<file path="src/rtl/mpeg_video_pkg.sv">
// Shared types and constants for the MPEG-1 video header parser.
package mpeg_video_pkg;

  // Parser states. The scanner owns SCAN_Z0..CODE; the top owns the header states.
  typedef enum logic [2:0] {
    SCAN_Z0 = 3'd0,
    SCAN_Z1 = 3'd1,
    SCAN_ZN = 3'd2,
    CODE    = 3'd3,
    SEQ     = 3'd4,
    GOP     = 3'd5,
    PIC     = 3'd6
  } state_t;

  // Start-code values (byte following 00 00 01).
  localparam logic [7:0] SC_SEQ_HDR   = 8'hB3;
  localparam logic [7:0] SC_GOP       = 8'hB8;
  localparam logic [7:0] SC_PIC       = 8'h00;
  localparam logic [7:0] SC_SEQ_END   = 8'hB7;
  localparam logic [7:0] SC_SLICE_MIN = 8'h01;
  localparam logic [7:0] SC_SLICE_MAX = 8'hAF;

  // Header payload lengths in bytes.
  localparam logic [2:0] SEQ_LEN = 3'd7;
  localparam logic [2:0] GOP_LEN = 3'd4;
  localparam logic [2:0] PIC_LEN = 3'd4;

  // True for slice start codes 01..AF.
  function automatic logic is_slice_code(input logic [7:0] c);
    return (c >= SC_SLICE_MIN) && (c <= SC_SLICE_MAX);
  endfunction

  // True when idx addresses the final byte of a header of length len.
  function automatic logic is_last_byte(input logic [2:0] idx, input logic [2:0] len);
    return idx == (len - 3'd1);
  endfunction

endpackage

</file>
<file path="src/rtl/mpeg_video_header_parser_scanner.sv">
// Zero-run / 01 start-code detector. Emits code_valid with the code byte
// on the byte that follows 00 00 01 (any zero run of two or more).
module mpeg_start_code_scanner
  import mpeg_video_pkg::*;
(
  input  logic       clk,
  input  logic       reset,
  input  logic [7:0] data,
  input  logic       data_valid,
  input  logic       hold,
  output logic       code_valid,
  output logic [7:0] code
);

  state_t scan_state;
  state_t scan_next;

  // Scanner state register.
  always_ff @(posedge clk) begin
    if (reset) begin
      scan_state <= SCAN_Z0;
    end else begin
      scan_state <= scan_next;
    end
  end

  // Advance on valid bytes only while the top is not inside a header.
  always_comb begin
    scan_next  = scan_state;
    code_valid = 1'b0;
    code       = data;
    if (data_valid && !hold) begin
      case (scan_state)
        SCAN_Z0: scan_next = (data == 8'h00) ? SCAN_Z1 : SCAN_Z0;
        SCAN_Z1: scan_next = (data == 8'h00) ? SCAN_ZN : SCAN_Z0;
        SCAN_ZN: begin
          if (data == 8'h00) begin
            scan_next = SCAN_ZN;
          end else if (data == 8'h01) begin
            scan_next = CODE;
          end else begin
            scan_next = SCAN_Z0;
          end
        end
        CODE: begin
          code_valid = 1'b1;
          scan_next  = SCAN_Z0;
        end
        default: scan_next = SCAN_Z0;
      endcase
    end else begin
      scan_next = scan_state;
    end
  end

endmodule

</file>
<file path="src/rtl/mpeg_video_header_parser.sv">
// Byte-serial MPEG-1 video header parser: sequence, GOP and picture header
// field extraction, slice / sequence-end flags and temporal-reference ordering.
module mpeg_video_header_parser
  import mpeg_video_pkg::*;
#(
  parameter int TMPREF_W     = 16,
  parameter int TMPREF_SHIFT = 2,
  parameter bit SLICE_EVENTS = 1'b1,
  parameter int GOP_CNT_W    = 10
) (
  input  logic                 clk,
  input  logic                 reset,
  input  logic [7:0]           mpeg_data,
  input  logic                 data_valid,
  output logic                 event_sequence_header,
  output logic                 event_sequence_end,
  output logic                 event_group_of_pictures,
  output logic                 event_picture,
  output logic                 event_slice,
  output logic [7:0]           slice_row,
  output logic [11:0]          horizontal_size,
  output logic [11:0]          vertical_size,
  output logic [3:0]           aspect_code,
  output logic [3:0]           rate_code,
  output logic [17:0]          bit_rate,
  output logic [23:0]          timecode,
  output logic                 gop_closed,
  output logic                 gop_broken,
  output logic [GOP_CNT_W-1:0] gop_count,
  output logic [9:0]           picture_tref,
  output logic [2:0]           coding_type,
  output logic [15:0]          vbv_delay,
  output logic                 picture_in_order,
  output logic [TMPREF_W-1:0]  tmpref
);

  // SCAN_Z0 here means "scanner owns the stream"; SEQ/GOP/PIC mean header payload.
  state_t              state;
  state_t              state_nxt;
  logic [2:0]          idx;
  logic [2:0]          idx_nxt;
  logic                code_valid;
  logic [7:0]          code;
  logic                hold;
  logic                seq_done;
  logic                gop_done;
  logic                pic_done;
  logic [7:0]          hdr_b [0:5];
  logic [9:0]          exp_tref;
  logic [9:0]          pic_tref;
  logic [TMPREF_W-1:0] pic_tmpref;

  assign hold = (state != SCAN_Z0);

  mpeg_start_code_scanner u_scanner (
    .clk        (clk),
    .reset      (reset),
    .data       (mpeg_data),
    .data_valid (data_valid),
    .hold       (hold),
    .code_valid (code_valid),
    .code       (code)
  );

  // Header FSM state and byte-index register.
  always_ff @(posedge clk) begin
    if (reset) begin
      state <= SCAN_Z0;
      idx   <= 3'd0;
    end else begin
      state <= state_nxt;
      idx   <= idx_nxt;
    end
  end

  // Header FSM next-state: enter a header on its code, leave on its last byte.
  always_comb begin
    state_nxt = state;
    idx_nxt   = idx;
    seq_done  = 1'b0;
    gop_done  = 1'b0;
    pic_done  = 1'b0;
    case (state)
      SCAN_Z0: begin
        idx_nxt = 3'd0;
        if (code_valid) begin
          case (code)
            SC_SEQ_HDR: state_nxt = SEQ;
            SC_GOP:     state_nxt = GOP;
            SC_PIC:     state_nxt = PIC;
            default:    state_nxt = SCAN_Z0;
          endcase
        end else begin
          state_nxt = SCAN_Z0;
        end
      end
      SEQ: begin
        if (data_valid) begin
          if (is_last_byte(idx, SEQ_LEN)) begin
            seq_done  = 1'b1;
            state_nxt = SCAN_Z0;
            idx_nxt   = 3'd0;
          end else begin
            idx_nxt = idx + 3'd1;
          end
        end else begin
          idx_nxt = idx;
        end
      end
      GOP: begin
        if (data_valid) begin
          if (is_last_byte(idx, GOP_LEN)) begin
            gop_done  = 1'b1;
            state_nxt = SCAN_Z0;
            idx_nxt   = 3'd0;
          end else begin
            idx_nxt = idx + 3'd1;
          end
        end else begin
          idx_nxt = idx;
        end
      end
      PIC: begin
        if (data_valid) begin
          if (is_last_byte(idx, PIC_LEN)) begin
            pic_done  = 1'b1;
            state_nxt = SCAN_Z0;
            idx_nxt   = 3'd0;
          end else begin
            idx_nxt = idx + 3'd1;
          end
        end else begin
          idx_nxt = idx;
        end
      end
      default: begin
        state_nxt = SCAN_Z0;
        idx_nxt   = 3'd0;
      end
    endcase
  end

  // Picture temporal reference and its shifted form for the ordering check.
  always_comb begin
    pic_tref   = {hdr_b[0], hdr_b[1][7:6]};
    pic_tmpref = TMPREF_W'(pic_tref) << TMPREF_SHIFT;
  end

  // Shadow capture of header bytes and atomic output update on header completion.
  always_ff @(posedge clk) begin
    if (reset) begin
      for (int i = 0; i < 6; i++) begin
        hdr_b[i] <= 8'h00;
      end
      event_sequence_header   <= 1'b0;
      event_sequence_end      <= 1'b0;
      event_group_of_pictures <= 1'b0;
      event_picture           <= 1'b0;
      event_slice             <= 1'b0;
      slice_row               <= 8'h00;
      horizontal_size         <= 12'h000;
      vertical_size           <= 12'h000;
      aspect_code             <= 4'h0;
      rate_code               <= 4'h0;
      bit_rate                <= 18'h00000;
      timecode                <= 24'h000000;
      gop_closed              <= 1'b0;
      gop_broken              <= 1'b0;
      gop_count               <= '0;
      picture_tref            <= 10'h000;
      coding_type             <= 3'h0;
      vbv_delay               <= 16'h0000;
      picture_in_order        <= 1'b0;
      tmpref                  <= '0;
      exp_tref                <= 10'h000;
    end else begin
      event_sequence_header   <= 1'b0;
      event_sequence_end      <= 1'b0;
      event_group_of_pictures <= 1'b0;
      event_picture           <= 1'b0;
      event_slice             <= 1'b0;

      // The final byte of each header is used directly, so it is never shadowed.
      if (hold && data_valid) begin
        for (int i = 0; i < 6; i++) begin
          if (idx == 3'(i)) begin
            hdr_b[i] <= mpeg_data;
          end
        end
      end

      if (code_valid && (code == SC_SEQ_END)) begin
        event_sequence_end <= 1'b1;
      end
      if (SLICE_EVENTS && code_valid && is_slice_code(code)) begin
        event_slice <= 1'b1;
        slice_row   <= code;
      end

      if (seq_done) begin
        event_sequence_header <= 1'b1;
        horizontal_size       <= {hdr_b[0], hdr_b[1][7:4]};
        vertical_size         <= {hdr_b[1][3:0], hdr_b[2]};
        aspect_code           <= hdr_b[3][7:4];
        rate_code             <= hdr_b[3][3:0];
        bit_rate              <= {hdr_b[4], hdr_b[5], mpeg_data[7:6]};
      end

      if (gop_done) begin
        event_group_of_pictures <= 1'b1;
        // Marker bit hdr_b[1][3] is dropped from the packed timecode.
        timecode   <= {hdr_b[0], hdr_b[1][7:4], hdr_b[1][2:0], hdr_b[2], mpeg_data[7]};
        gop_closed <= mpeg_data[6];
        gop_broken <= mpeg_data[5];
        gop_count  <= gop_count + GOP_CNT_W'(1);
        exp_tref   <= 10'h000;
      end

      if (pic_done) begin
        event_picture <= 1'b1;
        picture_tref  <= pic_tref;
        coding_type   <= hdr_b[1][5:3];
        vbv_delay     <= {hdr_b[1][2:0], hdr_b[2], mpeg_data[7:3]};
        if (pic_tref == exp_tref) begin
          picture_in_order <= 1'b1;
          tmpref           <= pic_tmpref;
          exp_tref         <= exp_tref + 10'd1;
        end else begin
          picture_in_order <= 1'b0;
        end
      end
    end
  end

endmodule

</file>
<file path="config.mk">
export PLATFORM = sky130hd
export DESIGN_NAME = mpeg_video_header_parser
export DESIGN_NICKNAME = d
export VERILOG_FILES = /design/src/rtl/mpeg_video_pkg.sv /design/src/rtl/mpeg_video_header_parser_scanner.sv /design/src/rtl/mpeg_video_header_parser.sv
export SDC_FILE = /design/constraint.sdc
export NUM_CORES = 1
export LEC_CHECK = 0
export BUFFER_PORTS_ARGS = -buffer_cell sky130_fd_sc_hd__buf_4
export CORE_UTILIZATION = 50
export CTS_BUF_LIST = sky130_fd_sc_hd__clkbuf_4 sky130_fd_sc_hd__clkbuf_8
export CTS_CLUSTER_DIAMETER = 200
export CTS_CLUSTER_SIZE = 24
export DETAILED_ROUTE_END_ITERATION = 10
export PLACE_DENSITY = 0.75
export SYNTH_ARGS = -nofsm -noshare
export SYNTH_HDL_FRONTEND = slang
export SYNTH_HIERARCHICAL = 1
export SYNTH_SLANG_ARGS = --single-unit
</file>
<file path="constraint.sdc">
create_clock -name clk -period 6.1 [get_ports clk]
set_input_delay 0 -clock clk [delete_from_list [all_inputs] [get_ports clk]]
set_output_delay 0 -clock clk [all_outputs]
set_load 0.01 [all_outputs]
</file>
# Word-level counts from Yosys, hierarchy flattened

Memory sizes are Yosys's and may differ from the RTL's. A register that Yosys moved wholly into a read port is not among the register bits.
Cells that the tools add are included.

Register bits after elaboration: 150
Latch bits: 0
RAM bits: 48
Memory bits (read-only): 0
Bits of input ports: 11
Output and inout bits: 145
Memories: 1

$add $sub $neg: 3
Multiply operators: 0
Divide/modulo/power cells: 0
Magnitude comparators: 2
Eq/ne operators: 21
Shifts and indexed selects: 0
Mux-type cells: 66
Bitwise logic cells: 6
Reduce and logical (&&, ||, !) cells: 15

Memories:

| name  | depth | bits a word | read ports | clocked after Yosys merged registers in | write ports | line                           | text |
|---|---|---|---|---|---|---|---|
| hdr_b | 6     | 8           | 6          | 3                                       | 6           | mpeg_video_header_parser.sv:48 | `logic [7:0] hdr_b [0:5];` |

Operator list:

| operator                | count |
|---|---|
| $mux W8                 | 6 |
| $mux W1                 | 41 |
| $mux W10                | 3 |
| $mux W3                 | 10 |
| $pmux W3 S3             | 3 |
| $eq A8 B8 Y1 const B    | 3 |
| $add A10 B1 Y10 const B | 2 |
| $eq A3 B3 Y1 const B    | 6 |
| $eq A3 B2 Y1 const B    | 4 |
| $eq A10 B10 Y1          | 1 |
| $logic_not A3 Y1        | 3 |
| $eq A8 B1 Y1 const B    | 1 |
| $ge A8 B1 Y1 const B    | 1 |
| $le A8 B8 Y1 const B    | 1 |
| $logic_not A8 Y1        | 1 |
| $eq A3 B1 Y1 const B    | 2 |
| $or A1 B1 Y1            | 6 |
| $pmux W3 S2             | 1 |
| $logic_and A1 B1 Y1     | 5 |
| $mux W2                 | 2 |
| $ne A2 B1 Y1 const B    | 2 |
| $ne A2 B2 Y1 const B    | 2 |
| $reduce_and A2 Y1       | 2 |
| $reduce_and A4 Y1       | 1 |
| other kinds (4)         | 4 |

# Logic depth before layout (Yosys ltp)

Gate-level depths: netlist (run 1).

Word-level depth: 7
Mapped depth: 9

# By module

The synthesis (run 1) kept the hierarchy.

By module, submodules not included:

| module                   | instances | cells each | area an instance (µm²) |
|---|---|---|---|
| mpeg_video_header_parser | 1         | 866        | 7820.0 |
| mpeg_start_code_scanner  | 1         | 26         | 216.5 |

# Least setup slack after synthesis (run 1)

OpenSTA, ideal clock, no wires.

Kind: reg2reg
Start point: register state[0]
End point: register slice_row[0]
Arrival time: 1.887 ns
Required time: 5.972 ns
Setup slack: 4.085 ns
Cell stages (with the launch flop): 10
Path buffers: 1
Clock period less this slack: 2.015 ns
Cell sequence: dfxtp_1 > buf_6 > nor3_1 > inv_2 > nor2b_1 > and3_1 > o31ai_1 > a21oi_2 > mux2i_1 > nor2_1

Word-level cells in the longest chain between the ends: 5

Ends and longest elaborated chain:

| element                  | line                                   | text |
|---|---|---|
| start: declaration       | mpeg_video_header_parser.sv:38         | `state_t state;` |
| start signal: assignment | mpeg_video_header_parser.sv:71         | `state <= state_nxt;` |
| $reduce_bool A3 Y1       | mpeg_video_header_parser.sv:53         | `assign hold = (state != SCAN_Z0);` |
| net hold                 | mpeg_video_header_parser.sv:44         | `logic hold;` |
| $logic_not A1 Y1         | mpeg_video_header_parser_scanner.sv:32 | `if (data_valid && !hold) begin` |
| $logic_and A1 B1 Y1      | mpeg_video_header_parser_scanner.sv:32 |  |
| $mux W1                  | mpeg_video_header_parser_scanner.sv:32 |  |
| net code_valid           | mpeg_video_header_parser.sv:42         | `logic code_valid;` |
| $logic_and A1 B1 Y1      | mpeg_video_header_parser.sv:195        | `if (SLICE_EVENTS && code_valid && is_slice_code(code)) begin` |
| end signal: assignment   | mpeg_video_header_parser.sv:197        | `slice_row <= code;` |
| end: declaration         | mpeg_video_header_parser.sv:20         | `output logic [7:0] slice_row,` |

The timed path passes the listed nets, and every way through them passes these cells.
A chain may end at the register's enable or synchronous reset.

# Final worst setup path (run 1)

Start point: register idx[1]
End point: register tmpref[4]

Word-level cells in the longest chain between the ends: 5

Ends and longest elaborated chain:

| element                            | line                            | text |
|---|---|---|
| start: declaration                 | mpeg_video_header_parser.sv:40  | `logic [2:0] idx;` |
| start signal: assignment           | mpeg_video_header_parser.sv:72  | `idx <= idx_nxt;` |
| $eq A3 B2 Y1                       | mpeg_video_pkg.sv:35            | `return idx == (len - 3'd1);` |
| $mux W1                            | mpeg_video_header_parser.sv:125 | `if (is_last_byte(idx, PIC_LEN)) begin` |
| $mux W1                            | n/a                             |  |
| $mux W1                            | mpeg_video_header_parser.sv:83  | `case (state)` |
| $reduce_and A2 Y1 (no source line) | n/a                             |  |
| end signal: assignment             | mpeg_video_header_parser.sv:226 | `tmpref <= pic_tmpref;` |
| end: declaration                   | mpeg_video_header_parser.sv:34  | `output logic [TMPREF_W-1:0] tmpref` |

No other way between the ends.

==> results.yml, run 1 <==
placement:
  placedCellCount: 1195
  global_placer_s_final_weighted_congestion: 0.850
  placement.io_buffers: 149
  detailedPlacementHpwl_um: 12600
  placedInstanceArea_sq_mm: 0.00918
final_layout:
  area.growth.synth_to_final_pct: 18.4
  fin_area_sq_mm: 0.00952
  post_layout_nonfiller_instances: 1225
  num-fill-cells: 1417
  final_layout_size_suffix_gt1_share_pct: 18.2
  antenna_cells: 0
  seq_area_sq_mm: 0.00458
  multi_input_combinational_cell_area_sq_mm: 0.00313
  final_nets: 1028
grt:
  largest_net_degree_at_the_start_of_global_routing: 108
  grt_pass1_vias: 5991
  antenna_found_initial: 0
  first_pass_grt_wire_length_um: 30800
  leftover_overflow_at_the_end_of_global_routing: 0
  grt.total_usage_pct: 23.2
worst_setup_path:
  cp_top_family: "simple AND/OR/NAND/NOR gates"
  regToRegStartpoint: "idx[1]"
  worstPathBufferInverterCount: 0
  cp_common_cell: "sky130_fd_sc_hd__ha_1"
  crit_chain: "ha_1 -> ha_1 -> and4b_1 -> nand4_1 -> nor3_1 -> nand2_1 -> a21oi_1"
  worstPathArrival_ns: 3.09
  worstSetupEndpointType: "register"
  timing.reg2reg.setup_slack_ns: 3.44
  timing.critical_path.slowest_stage_cell: "sky130_fd_sc_hd__nor3_1"
  rr_worst_depth: 7
  worst_r2r_endpoint: "tmpref[4]"
  cp.required_ns: 6.53
  crit_fanout: 12
  slowest_delay_ns: 1.10
  path_class: "reg2reg"
  cp_num_cells: 7
  timing.critical_path.from_type: "register"
logic_synthesis:
  synthesis.area_sq_mm: 0.00804
  synth.lib_cells_used.distinct: 48
  synth.top_cells.by_area: "sky130_fd_sc_hd__dfxtp_1, sky130_fd_sc_hd__edfxtp_1, sky130_fd_sc_hd__nand2_1, sky130_fd_sc_hd__a21oi_1, sky130_fd_sc_hd__clkbuf_1"
  post_synth.cell_area_avg_sq_um: 9.01
  ys_seq_area_share_pct: 57.0
  synth.top_cells.by_count: "sky130_fd_sc_hd__nand2_1, sky130_fd_sc_hd__dfxtp_1, sky130_fd_sc_hd__a21oi_1"
  synth-async-reset-ratio_pct: 0
  number_of_enable_flip_flop_cells_after_synthesis: 48
  yosysTopAreaCellShare_pct: 39.1
  postSynth.topFlopCell: "sky130_fd_sc_hd__dfxtp_1"
  synth.ff_latch_count: 205
  synthCells: 892
  synthesis.yosys.warnings: 22
  synth_most_common_cell: "sky130_fd_sc_hd__nand2_1"
  synth_area_leader_cell: "sky130_fd_sc_hd__dfxtp_1"
clock_network:
  root_buffer: "sky130_fd_sc_hd__clkbuf_8"
  clkSinkCount: 205
  htree_num_levels: 1
  ctsLongestPathBuffers: 3
  tritoncts: "done"
  cts_inserted_buffers: 12
  clkLatencyLatePin_ns: 0.50
  clkSlewWorstSetupHoldPaths_ns: 0.15
  postCtsSetupBuffers: 0
job:
  maxCapViolations: 0
drt:
  finalWirelength_um: 19400
  drt-pass1-iter-count: 7
  final_antenna_net_count: 0
  routed_via_density: 5.29
  dr.first_iter.drc_count: 439
  avgRoutedWirePerCell_um: 15.8
  route.vias.total: 6482
  drt_drc_violations_left: 0
die:
  start_util_pct: 52.1
  row_count: 45
  fp.coreArea_sq_mm: 0.0154
  die_y_um: 129
  io_pins: 156
  die_area_sq_mm: 0.0166
  dieWidth_um: 129
hold_path:
  holdPathStages: 2
  holdCritStartpoint: "reset"
  timing.hold.worst_endpoint: "state[0]"
  hp-class: "in2reg"
outcome:
  run_status: "finished, final reports clean"
timing:
  clock.fmax_mhz: 375
  relSlewSlack_pct: 11.1
  timing.final.setup_violations: 0
  rsz0062_at_grt: "false"
  maxSlewViolCount: 0
  fin_hold_viols: 0
  post_route_clock_skew_ns: 0.0219
  final_min_period_over_clock_period_pct: 43.7
  worst-slew-pin-transition_ns: 1.32
  final_period_minus_worst_setup_slack_ns: 2.66
  setup-tns-final_ns: 0
power:
  pwr_density_mw_per_mm2: 222
  total_chip_power_w: 0.00212
  max-vdd-ir-drop_v: 0.000205
  total_leakage_power_nw: 3.63
[metal layers]
layer  vias up  wire length, um  GRT usage, %
met1      3107             8600          31.6
met5         -                0             0
li1       3195                -             -
met2       160             9630          39.9
met4         0              295          5.05
met3        20              824          2.66
[what timing repair did]
action | in CTS | in global routing
resized for setup | 0 | 0
endpoints found under the hold margin | 72 | 0
hold buffers | 11 | 0
[area by class of cell]
type | instances | share of cell area (%)
Tap cell | 211 | 2.77
Timing Repair Buffer | 167 | 13.5
Clock buffer | 18 | 2.27
Multi-Input combinational cell | 617 | 32.9
Inverter | 6 | 0.237
Sequential cell | 205 | 48.2
Clock inverter | 1 | 0.171
[cell usage in the layout (no fill, tap or decap), drive strengths merged, types with 2 or more instances in the layout]
| cell | count |
|---|---|
| a211oi | 3 |
| a21o | 4 |
| a21oi | 131 |
| a22oi | 2 |
| a31oi | 8 |
| and2 | 26 |
| and3 | 28 |
| and4 | 3 |
| and4b | 2 |
| buf | 156 |
| clkbuf | 18 |
| conb | 6 |
| dfxtp | 157 |
| dlygate4sd3 | 11 |
| edfxtp | 48 |
| ha | 8 |
| inv | 6 |
| mux2i | 7 |
| nand2 | 257 |
| nand2b | 6 |
| nand3 | 21 |
| nand3b | 4 |
| nand4 | 10 |
| nor2 | 31 |
| nor2b | 7 |
| nor3 | 7 |
| nor3b | 3 |
| nor4 | 2 |
| o21ai | 6 |
| o31ai | 2 |
| or3 | 6 |
| or4 | 2 |
| xnor2 | 12 |
| xor2 | 6 |
[power by group]
group	switching, W	total, W	internal, W
logic	0.0000437	0.0000587	0.0000151
clock network	0.000413	0.000648	0.000235
registers	0.0000109	0.00141	0.00140
[stage by stage]
stage          hold slack, ns  setup WS, ns  utilization, %
6_report                0.154          3.44            61.7
5_1_grt                 0.212          3.17            61.7
4_1_cts                 0.162          3.47            61.7
3_5_place_dp            0.371          3.49            59.5
3_3_place_gp            0.355          3.55            59.5
2_1_floorplan          0.0691          4.09               -
[registers in the layout (all words and copies together), names as in the netlist, 4 cells and up]
signal,flops
hdr_b,48
timecode,24
bit_rate,18
vbv_delay,16
horizontal_size,12
vertical_size,12
exp_tref,10
gop_count,10
picture_tref,10
tmpref,10
slice_row,8
aspect_code,4
rate_code,4
[worst max path at each step]
stage / endpoint / slack, ns / start
6_report: tmpref[4] / 3.44 / idx[1]
4_1_cts: tmpref[4] / 3.47 / idx[1]
3_3_place_gp: tmpref[11] / 3.55 / idx[1]
2_1_floorplan: slice_row[0] / 4.09 / state[0]
5_1_grt: tmpref[10] / 3.17 / idx[1]
3_5_place_dp: tmpref[2] / 3.49 / idx[1]
[logic make-up (layout without fill, tap and decap cells)]
group / Yosys count / after routing / share of synthesized area, %
compound gates: 159 / 159 / 10.6
xor+xnor: 18 / 18 / 1.96
fa+ha+maj: 8 / 8 / 1.25
buf+inv: 75 / 192 / 4.33
flops: 205 / 205 / 57.0
mux: 8 / 8 / 1.01
other cells: 1 / 6 / 0.0467
simple gates: 418 / 418 / 23.8
(Power assumes the default switching activity.)
==> run 2, diff against run 1 <==
Settings changed: PLACE_DENSITY 0.75 to 0.78.
Clock period 6.1 ns to 2.3 ns, I/O delays scaled along.
==> run 2 against run 1 <==
Effect of this change: combinational power increased to 2.8 times the previous value; highest routed layer unchanged; flip-flop and latch count unchanged; design area up 1.2%; largest cell class unchanged; clock power increased to 2.7 times the previous value; wire length rose by 0.91%; die area is the same; worst hold slack better by 0.24 ns; critical path type unchanged; critical endpoint is now exp_tref[7].
==> results.yml, run 2 (synthesized netlist as in run 1, its figures left out) <==
die:
  row_count: 45
  io_pins: 156
  start_util_pct: 52.1
  die_y_um: 129
  fp.coreArea_sq_mm: 0.0154
  die_area_sq_mm: 0.0166
  dieWidth_um: 129
worst_setup_path:
  timing.critical_path.from_type: "register"
  worst_r2r_endpoint: "exp_tref[7]"
  crit_fanout: 4
  worstPathArrival_ns: 2.52
  timing.critical_path.slowest_stage_cell: "sky130_fd_sc_hd__or3_4"
  regToRegStartpoint: "idx[1]"
  rr_worst_depth: 7
  worstSetupEndpointType: "register"
  cp.required_ns: 2.73
  slowest_delay_ns: 0.41
  timing.reg2reg.setup_slack_ns: 0.21
  crit_chain: "ha_1 -> ha_2 -> and4b_1 -> nand4_1 -> or3_4 -> or3_1 -> a31oi_1"
  path_class: "reg2reg"
clock_network:
  tritoncts: "done"
  htree_num_levels: 1
  clkLatencyLatePin_ns: 0.50
  root_buffer: "sky130_fd_sc_hd__clkbuf_8"
  ctsLongestPathBuffers: 3
  clkSinkCount: 205
  clkSlewWorstSetupHoldPaths_ns: 0.14
  cts_inserted_buffers: 12
final_layout:
  antenna_cells: 0
  largest_register_ffs: 48
  multi_input_combinational_cell_area_sq_mm: 0.00314
  final_nets: 1041
  layout.cells.most_common: "sky130_fd_sc_hd__nand2_1"
  largestRegisters: "hdr_b x48, timecode x24, bit_rate x18"
  seq_area_sq_mm: 0.00459
  area.growth.synth_to_final_pct: 19.9
  layout_common_cells: "sky130_fd_sc_hd__nand2_1, sky130_fd_sc_hd__buf_4, sky130_fd_sc_hd__dfxtp_1"
  final_layout_size_suffix_gt1_share_pct: 19.8
  registers.top_by_ff_count: "hdr_b"
  num-fill-cells: 1347
power:
  pwr_density_mw_per_mm2: 586
  max-vdd-ir-drop_v: 0.000427
  total_leakage_power_nw: 3.70
  total_chip_power_w: 0.00564
placement:
  global_placer_s_final_weighted_congestion: 0.875
  placement.io_buffers: 149
  detailedPlacementHpwl_um: 12700
grt:
  grt.total_usage_pct: 23.4
  first_pass_grt_wire_length_um: 30800
  grt_pass1_vias: 6024
  leftover_overflow_at_the_end_of_global_routing: 0
  antenna_found_initial: 0
  largest_net_degree_at_the_start_of_global_routing: 57
drt:
  dr.first_iter.drc_count: 556
  drt-pass1-iter-count: 7
  route.vias.total: 6567
  drt_drc_violations_left: 0
  routed_via_density: 5.30
  avgRoutedWirePerCell_um: 15.8
  finalWirelength_um: 19500
  final_antenna_net_count: 0
outcome:
  run_status: "finished, final reports clean"
timing:
  clock.fmax_mhz: 480
  timing.final.setup_violations: 0
  maxSlewViolCount: 0
  post_route_clock_skew_ns: 0.0242
  final_period_minus_worst_setup_slack_ns: 2.09
  setup-tns-final_ns: 0
  relSlewSlack_pct: 50.0
  rsz0062_at_grt: "false"
  worst-slew-pin-transition_ns: 0.746
  final_min_period_over_clock_period_pct: 90.7
  fin_hold_viols: 0
job:
  maxCapViolations: 0
hold_path:
  timing.hold.worst_endpoint: "vbv_delay[1]"
  holdPathStages: 4
  hp-class: "in2reg"
  holdCritStartpoint: "mpeg_data[4]"
[run 2: changes by cell type in the layout (fill, tap and decap cells not counted), sizes merged]
cell,delta
buf,+13
clkbuf,+1
[run 2: what timing repair did]
action,4_1_cts,5_1_grt
setup buffers,0,0
endpoints found under the hold margin,72,0
setup endpoints to repair,1,12
gates resized for setup,1,4
cloned,0,0
hold buffers,11,0
pin swaps,0,0
[run 2: area by class of cell]
type	count	share of cell area [%]
tap	211	2.74
multi-input combinational	617	32.6
sequential	205	47.6
clock inverter	1	0.169
inverter	6	0.234
timing repair buffer	180	14.3
clock buffer	19	2.32
[run 2: critical path: cells and delay by family, from the launching register on]
family	cells	cell delay, ns
AND/OR/NAND/NOR	4	1.13
flip-flops	1	0.38
adder cells (fa/ha/maj)	2	0.38
AO/OA/AOI/OAI	1	0.12
[run 2: how the worst max path moves through the flow]
stage          startpoint            to  slack (ns)  depth (start not counted)
6_report           idx[1]   exp_tref[7]        0.21                          7
5_1_grt            idx[0]   exp_tref[7]        0.02                          7
4_1_cts            idx[1]   exp_tref[7]        0.15                          7
3_5_place_dp     state[2]   hdr_b[2][2]        0.05                          5
3_3_place_gp     state[2]   hdr_b[2][2]        0.17                          5
2_1_floorplan    state[0]  slice_row[0]        0.29                          9
[run 2: power by group]
part           switching [W]  total [W]  internal [W]
Sequential         0.0000280    0.00374       0.00371
Clock                0.00110    0.00174      0.000641
Combinational       0.000119   0.000164     0.0000454
Total                0.00125    0.00564       0.00439
[run 2: layer usage]
layer  share of wire (%)  vias up  GRT usage, %  wire, um
met5                   0        -             0         0
met4                 2.1        0          5.47       405
met3                 5.8       29          2.91      1120
met2                  49      207          39.9      9510
met1                  44     3114          31.8      8500
li1                    -     3217             -         -
[run 2: through the flow]
step / util, % / setup WS [ns] / hold slack, ns / cells / instance area, sq um
4_1_cts: 62.4 / 0.155 / 0.363 / 1239 / 9630
3_5_place_dp: 60.1 / 0.0494 / 0.353 / 1208 / 9270
3_3_place_gp: 60.1 / 0.167 / 0.346 / 1208 / 9270
6_report: 62.5 / 0.215 / 0.394 / 1239 / 9640
2_1_floorplan: - / 0.285 / 0.0691 / 897 / 8060
5_1_grt: 62.5 / 0.0188 / 0.368 / 1239 / 9640
